<file path="src/rtl/vv_pkg.sv">
// Shared constants and enums for the video memory arbiter.
// Used by vram_arbiter and vram_cell_array.
package vv_pkg;

  localparam int CELLS    = 100;
  localparam int ADDR_W   = 7;
  localparam int DATA_W   = 8;
  localparam int STARVE_W = 4;

  // Which requester owns the single memory port in a given cycle.
  typedef enum logic [1:0] {
    NONE,
    VGA,
    CPU
  } grant_e;

  typedef enum logic {
    CLEAR,
    SERVE
  } state_e;

endpackage

</file>
<file path="src/rtl/vram_cell_array.sv">
// Single-port, synchronous-read CELLS x DATA_W store with write enable.
// Out-of-range addresses drop writes and read back as zero.
module vram_cell_array #(
  parameter int CELLS  = vv_pkg::CELLS,
  parameter int ADDR_W = vv_pkg::ADDR_W,
  parameter int DATA_W = vv_pkg::DATA_W
) (
  input  logic              clk,
  input  logic              en,
  input  logic              we,
  input  logic [ADDR_W-1:0] addr,
  input  logic [DATA_W-1:0] wdata,
  output logic [DATA_W-1:0] rdata
);

  logic [DATA_W-1:0] mem [CELLS];
  logic [DATA_W-1:0] rdata_q;
  logic              in_range;

  assign in_range = (int'(addr) < CELLS);

  // NOTE: the storage array has no reset so it maps onto RAM; consumers
  // qualify rdata with their own valid flag.
  always_ff @(posedge clk) begin
    if (en) begin
      if (in_range) begin
        if (we) begin
          mem[addr] <= wdata;
        end
        rdata_q <= mem[addr];
      end else begin
        rdata_q <= '0;
      end
    end
  end

  assign rdata = rdata_q;

endmodule

</file>
<file path="src/rtl/vram_arbiter.sv">
// Video memory owner: shares one RAM port between VGA scan-out (priority) and CPU,
// with a starvation guard. Define VRAM_CLEAR_EN to compile in the post-reset clear sweep.
module vram_arbiter #(
  parameter int CELLS        = vv_pkg::CELLS,
  parameter int ADDR_W       = vv_pkg::ADDR_W,
  parameter int DATA_W       = vv_pkg::DATA_W,
  parameter int STARVE_LIMIT = 4
) (
  input  logic              clk,
  input  logic              rst,
  input  logic              vga_req,
  input  logic [ADDR_W-1:0] vga_addr,
  output logic              vga_rvalid,
  output logic [DATA_W-1:0] vga_rdata,
  output logic              vga_miss,
  input  logic              cpu_req,
  input  logic              cpu_we,
  input  logic [ADDR_W-1:0] cpu_addr,
  input  logic [DATA_W-1:0] cpu_wdata,
  output logic              cpu_ack,
  output logic              cpu_rvalid,
  output logic [DATA_W-1:0] cpu_rdata,
  output logic              busy
);

  import vv_pkg::*;

  localparam logic [STARVE_W-1:0] STARVE_MAX = STARVE_W'(STARVE_LIMIT);

  grant_e              grant;
  logic                forced;
  logic                serve;
  logic                clearing;
  logic [ADDR_W-1:0]   clear_addr;

  logic [STARVE_W-1:0] starve_q, starve_d;
  logic                vga_rvalid_q, vga_rvalid_d;
  logic                cpu_rvalid_q, cpu_rvalid_d;
  logic                vga_miss_q, vga_miss_d;

  logic                arr_en;
  logic                arr_we;
  logic [ADDR_W-1:0]   arr_addr;
  logic [DATA_W-1:0]   arr_wdata;
  logic [DATA_W-1:0]   arr_rdata;

`ifdef VRAM_CLEAR_EN
  localparam logic [ADDR_W-1:0] LAST_CELL = ADDR_W'(CELLS - 1);

  state_e            state_q, state_d;
  logic [ADDR_W-1:0] sweep_q, sweep_d;

  always_ff @(posedge clk) begin
    if (rst) begin
      state_q <= CLEAR;
      sweep_q <= '0;
    end else begin
      state_q <= state_d;
      sweep_q <= sweep_d;
    end
  end

  always_comb begin
    state_d = state_q;
    sweep_d = sweep_q;
    if (state_q == CLEAR) begin
      if (sweep_q == LAST_CELL) begin
        state_d = SERVE;
        sweep_d = '0;
      end else begin
        sweep_d = sweep_q + 1'b1;
      end
    end
  end

  assign serve      = (state_q == SERVE);
  assign busy       = (state_q == CLEAR);
  assign clearing   = (state_q == CLEAR) && !rst;
  assign clear_addr = sweep_q;
`else
  assign serve      = 1'b1;
  assign busy       = 1'b0;
  assign clearing   = 1'b0;
  assign clear_addr = '0;
`endif

  // Nothing is granted in a reset cycle, so reset never touches memory itself.
  // NOTE: every combinational output gets a default first so no latch is inferred.
  always_comb begin
    grant  = NONE;
    forced = 1'b0;
    if (serve && !rst) begin
      if (cpu_req && (starve_q == STARVE_MAX)) begin
        grant  = CPU;
        forced = 1'b1;
      end else if (vga_req) begin
        grant = VGA;
      end else if (cpu_req) begin
        grant = CPU;
      end
    end
  end

  always_comb begin
    starve_d = starve_q;
    if (!serve || !cpu_req || (grant == CPU)) begin
      starve_d = '0;
    end else if (starve_q < STARVE_MAX) begin
      starve_d = starve_q + 1'b1;
    end
  end

  always_comb begin
    vga_rvalid_d = (grant == VGA);
    cpu_rvalid_d = (grant == CPU) && !cpu_we;
    vga_miss_d   = forced && vga_req;
  end

  // The clear sweep and the arbiter winner share the one array port.
  always_comb begin
    arr_en    = clearing || (grant != NONE);
    arr_we    = clearing || ((grant == CPU) && cpu_we);
    arr_addr  = vga_addr;
    arr_wdata = cpu_wdata;
    if (clearing) begin
      arr_addr  = clear_addr;
      arr_wdata = '0;
    end else if (grant == CPU) begin
      arr_addr = cpu_addr;
    end
  end

  // NOTE: state flops use non-blocking assignments so every flop samples
  // pre-edge values regardless of statement order.
  always_ff @(posedge clk) begin
    if (rst) begin
      starve_q     <= '0;
      vga_rvalid_q <= 1'b0;
      cpu_rvalid_q <= 1'b0;
      vga_miss_q   <= 1'b0;
    end else begin
      starve_q     <= starve_d;
      vga_rvalid_q <= vga_rvalid_d;
      cpu_rvalid_q <= cpu_rvalid_d;
      vga_miss_q   <= vga_miss_d;
    end
  end

  vram_cell_array #(
    .CELLS  (CELLS),
    .ADDR_W (ADDR_W),
    .DATA_W (DATA_W)
  ) u_cells (
    .clk   (clk),
    .en    (arr_en),
    .we    (arr_we),
    .addr  (arr_addr),
    .wdata (arr_wdata),
    .rdata (arr_rdata)
  );

  assign cpu_ack    = (grant == CPU);
  assign vga_rvalid = vga_rvalid_q;
  assign cpu_rvalid = cpu_rvalid_q;
  assign vga_miss   = vga_miss_q;
  // Read data is only meaningful alongside its valid pulse; zero otherwise.
  assign vga_rdata  = vga_rvalid_q ? arr_rdata : '0;
  assign cpu_rdata  = cpu_rvalid_q ? arr_rdata : '0;

endmodule

</file>
<file path="config.mk">
export PLATFORM = sky130hd
export DESIGN_NAME = vram_arbiter
export DESIGN_NICKNAME = d
export VERILOG_FILES = /design/src/rtl/vv_pkg.sv /design/src/rtl/vram_cell_array.sv /design/src/rtl/vram_arbiter.sv
export SDC_FILE = /design/constraint.sdc
export NUM_CORES = 1
export LEC_CHECK = 0
export ABC_AREA = 1
export CORE_MARGIN = 3
export CORE_UTILIZATION = 50
export DETAILED_ROUTE_END_ITERATION = 16
export PLACE_DENSITY_LB_ADDON = 0.12
export SLEW_MARGIN = 10
export SYNTH_ARGS = -nofsm -noshare
export SYNTH_HDL_FRONTEND = slang
export SYNTH_SLANG_ARGS = --single-unit
export TNS_END_PERCENT = 30
</file>
<file path="constraint.sdc">
create_clock -name clk -period 4.65 [get_ports clk]
set_input_delay 0.93 -clock clk [delete_from_list [all_inputs] [get_ports clk]]
set_output_delay 0.93 -clock clk [all_outputs]
set_load 0.01 [all_outputs]
</file>
==> reports/metrics.cfg <==
[cells_and_area]
fin_cells=4843
layout.nets=3863
drive_gt1_share_pct=8.40
antenna_cells=0
synthToLayoutAreaGrowth_pct=13.9

[clock_tree]
cts_inserted_buffers=86
cts_resized=0
clk_path_buf_depth=3
cts_hold_buf=0
cts_htree_levels=3
cts-root-buf=clkbuf_16
cts.sink_count=815
post_cts_buffers=0
clk_latency_ns=0.63
path_clk_slew_ns=0.06
cts_tree=yes

[setup_path]
cp_slowest_stage_delay_ns=0.47
crit_path_start_kind=primary input
crit_required_ns=5.01
crit_top_cell=nand2_1
cp_cell_sequence=clkdlybuf4s50_1 -> nand2_1 -> inv_1 -> nand2_2 -> nand2_4 -> nand2_4 -> nand2_1 -> nand2_4 -> buf_12 -> buf_4 -> buf_4 -> nand2_1 -> nand3_1 -> nand2_1 -> nor2_1 -> nor2_1 -> nor2_1 -> nand2_1 -> nand2_1 -> nand2_1 -> nor2_1 -> nor2_1
worstPathArrival_ns=4.16
worstSetupPathType=primary input to register
critPathMaxFanout=29
critPathSlowestCell=clkdlybuf4s50_1
cp-end-kind=register

[timing]
finalHoldViolCount=0
rsz0062_at_grt=false
finalClockSkew_ns=0.0245
period_needed_ns=3.80
slew_violations=0
tns_ns=0
setup_viol=0
finalCritPeriodShare_pct=81.6
tightest_slew_ns=1.02
slew_headroom_pct=31.7
fmax_ghz=0.263

[synthesis]
synth_enable_flop_cells=808
synth_top_cell_area_share_pct=67.1
synth_area_sq_um=36200
synthTopCellsByArea=edfxtp_1 67%, nand2_1 11%, inv_1 8.3%
synthesis.nets=3708
yosysTopAreaCell=edfxtp_1
synth_ff_type=edfxtp_1
yosysWarningCount=0
synth_cell_types=31
synth_most_common_cell=nand2_1
syn_inst=3679
ys_ff_latch=815
async_flop_share_pct=0
synth_common_cells=1071 x nand2_1, 808 x edfxtp_1, 797 x inv_1
avgSynthCellArea_sq_um=9.83
yosysSeqAreaShare_pct=67.5

[routing]
drc_errors=0
drt-wirelength-per-cell_microns=18.5
totalWireLength_microns=89500
via_per_inst=4.86
first_iter_violations=2050
drtPass1Iterations=5
postRouteAntennaNets=0
dr_total_vias=23547

[place]
dpl.hpwl_microns=55400
dpl.cell_count=4686
numPortBuffers=46
place_congestion=0.834

[floorplanning]
pin_count=48
dieArea_sq_um=75600
initial_core_util_pct=51.0
rows=97
core_sq_um=70900
die_h_microns=275
chipWidth_microns=275

[power_and_ir_drop]
p_total_mw=15.9
pwr_density_cell_nw_per_um2=386
peakVddDrop_uv=331
p_leak_nw=18.3

[status]
outcome=completed

[job]
drv_cap=0

[global_routing]
grt-ovfl-total=0
grt_usage_pct=24.1
grt_max_degree=96
grt_antenna_before_repair=0
grt_pass1_wl_microns=135000
grt_pass1_vias=22555

[worst_hold_path]
hp-class=register to register

-- placed cells by master, fill, tap and decap left out, drive strengths merged --
| cell type | instances |
|---|---|
| bufinv | 5 |
| or2 | 2 |
| xor2 | 1 |
| clkbuf | 105 |
| ha | 2 |
| nand3b | 3 |
| buf | 180 |
| conb | 1 |
| a21oi | 2 |
| nand3 | 381 |
| nor3 | 1 |
| o21ai | 30 |
| inv | 801 |
| clkinv | 42 |
| edfxtp | 808 |
| o22ai | 8 |
| dfxtp | 7 |
| nand2 | 1086 |
| clkinvlp | 2 |
| clkdlybuf4s50 | 38 |
| nor2 | 398 |
-- flip-flops by register name (all words and copies together) (netlist names) --
name	flops
starve_q	4
cpu_rvalid	1
vga_rvalid	1
u_cells.rdata	8
u_cells.mem	800
vga_miss	1
-- final timing paths --
| path | startpoint | end | slack, ns | cells after the start |
|---|---|---|---|---|
| setup / recovery | cpu_req | u_cells.rdata[5] | 0.85 | 22 |
| setup reg to reg | starve_q[0] | u_cells.rdata[5] | 1.08 | 23 |
| hold / removal | starve_q[3] | starve_q[3] | 0.47 | 2 |
| hold reg to reg | starve_q[3] | starve_q[3] | 0.47 | 2 |
-- report_power, final --
group	switching, mW	total (mW)	internal, mW	leakage [nW]
clock network	2.76	6.50	3.74	1.30
logic	0.936	1.29	0.350	9.70
registers	0.0163	8.11	8.09	7.32
total	3.71	15.9	12.2	18.3
-- metal layers --
layer	vias up	global-route usage (%)	part of all wire [%]
met5	-	0	0
met4	0	8.56	3.4
met3	162	3.25	5.6
met2	606	39.4	47
met1	11003	33.4	44
li1	11776	-	-
-- per-stage QoR --
stage | worst slack (ns) | util, % | area, sq um | hold slack [ns]
floorplan | 1.39 | - | 36200 | 0.446
global placement | 0.256 | 54.4 | 38500 | 0.465
detailed placement | 0.248 | 54.4 | 38500 | 0.466
CTS | 0.907 | 58.1 | 41200 | 0.475
global route | 0.528 | 58.1 | 41200 | 0.508
finish | 0.855 | 58.1 | 41200 | 0.470
-- cells by family after synthesis --
logic type      share of synthesized area, %
compound gates                         0.633
xor+xnor                              0.0242
fa+ha+maj                             0.0692
buf+inv                                 10.5
flops                                   67.5
other cells                           0.0104
simple gates                            21.3
-- worst max-delay path: cells and delay by family --
| kind | cells | cell delay (ns) |
|---|---|---|
| AND/OR/NAND/NOR | 17 | 1.94 |
| buffers and inverters | 5 | 1.23 |
-- area by class of cell --
cell class	count	area [sq um]
Tap cell	940	1180
Inverter	798	3000
Multi-Input combinational cell	1915	7980
Timing Repair Buffer	218	1970
Fill cell	6130	29700
Clock buffer	105	2270
Sequential cell	815	24400
Clock inverter	52	384
Power figures use the tool's default switching activity.
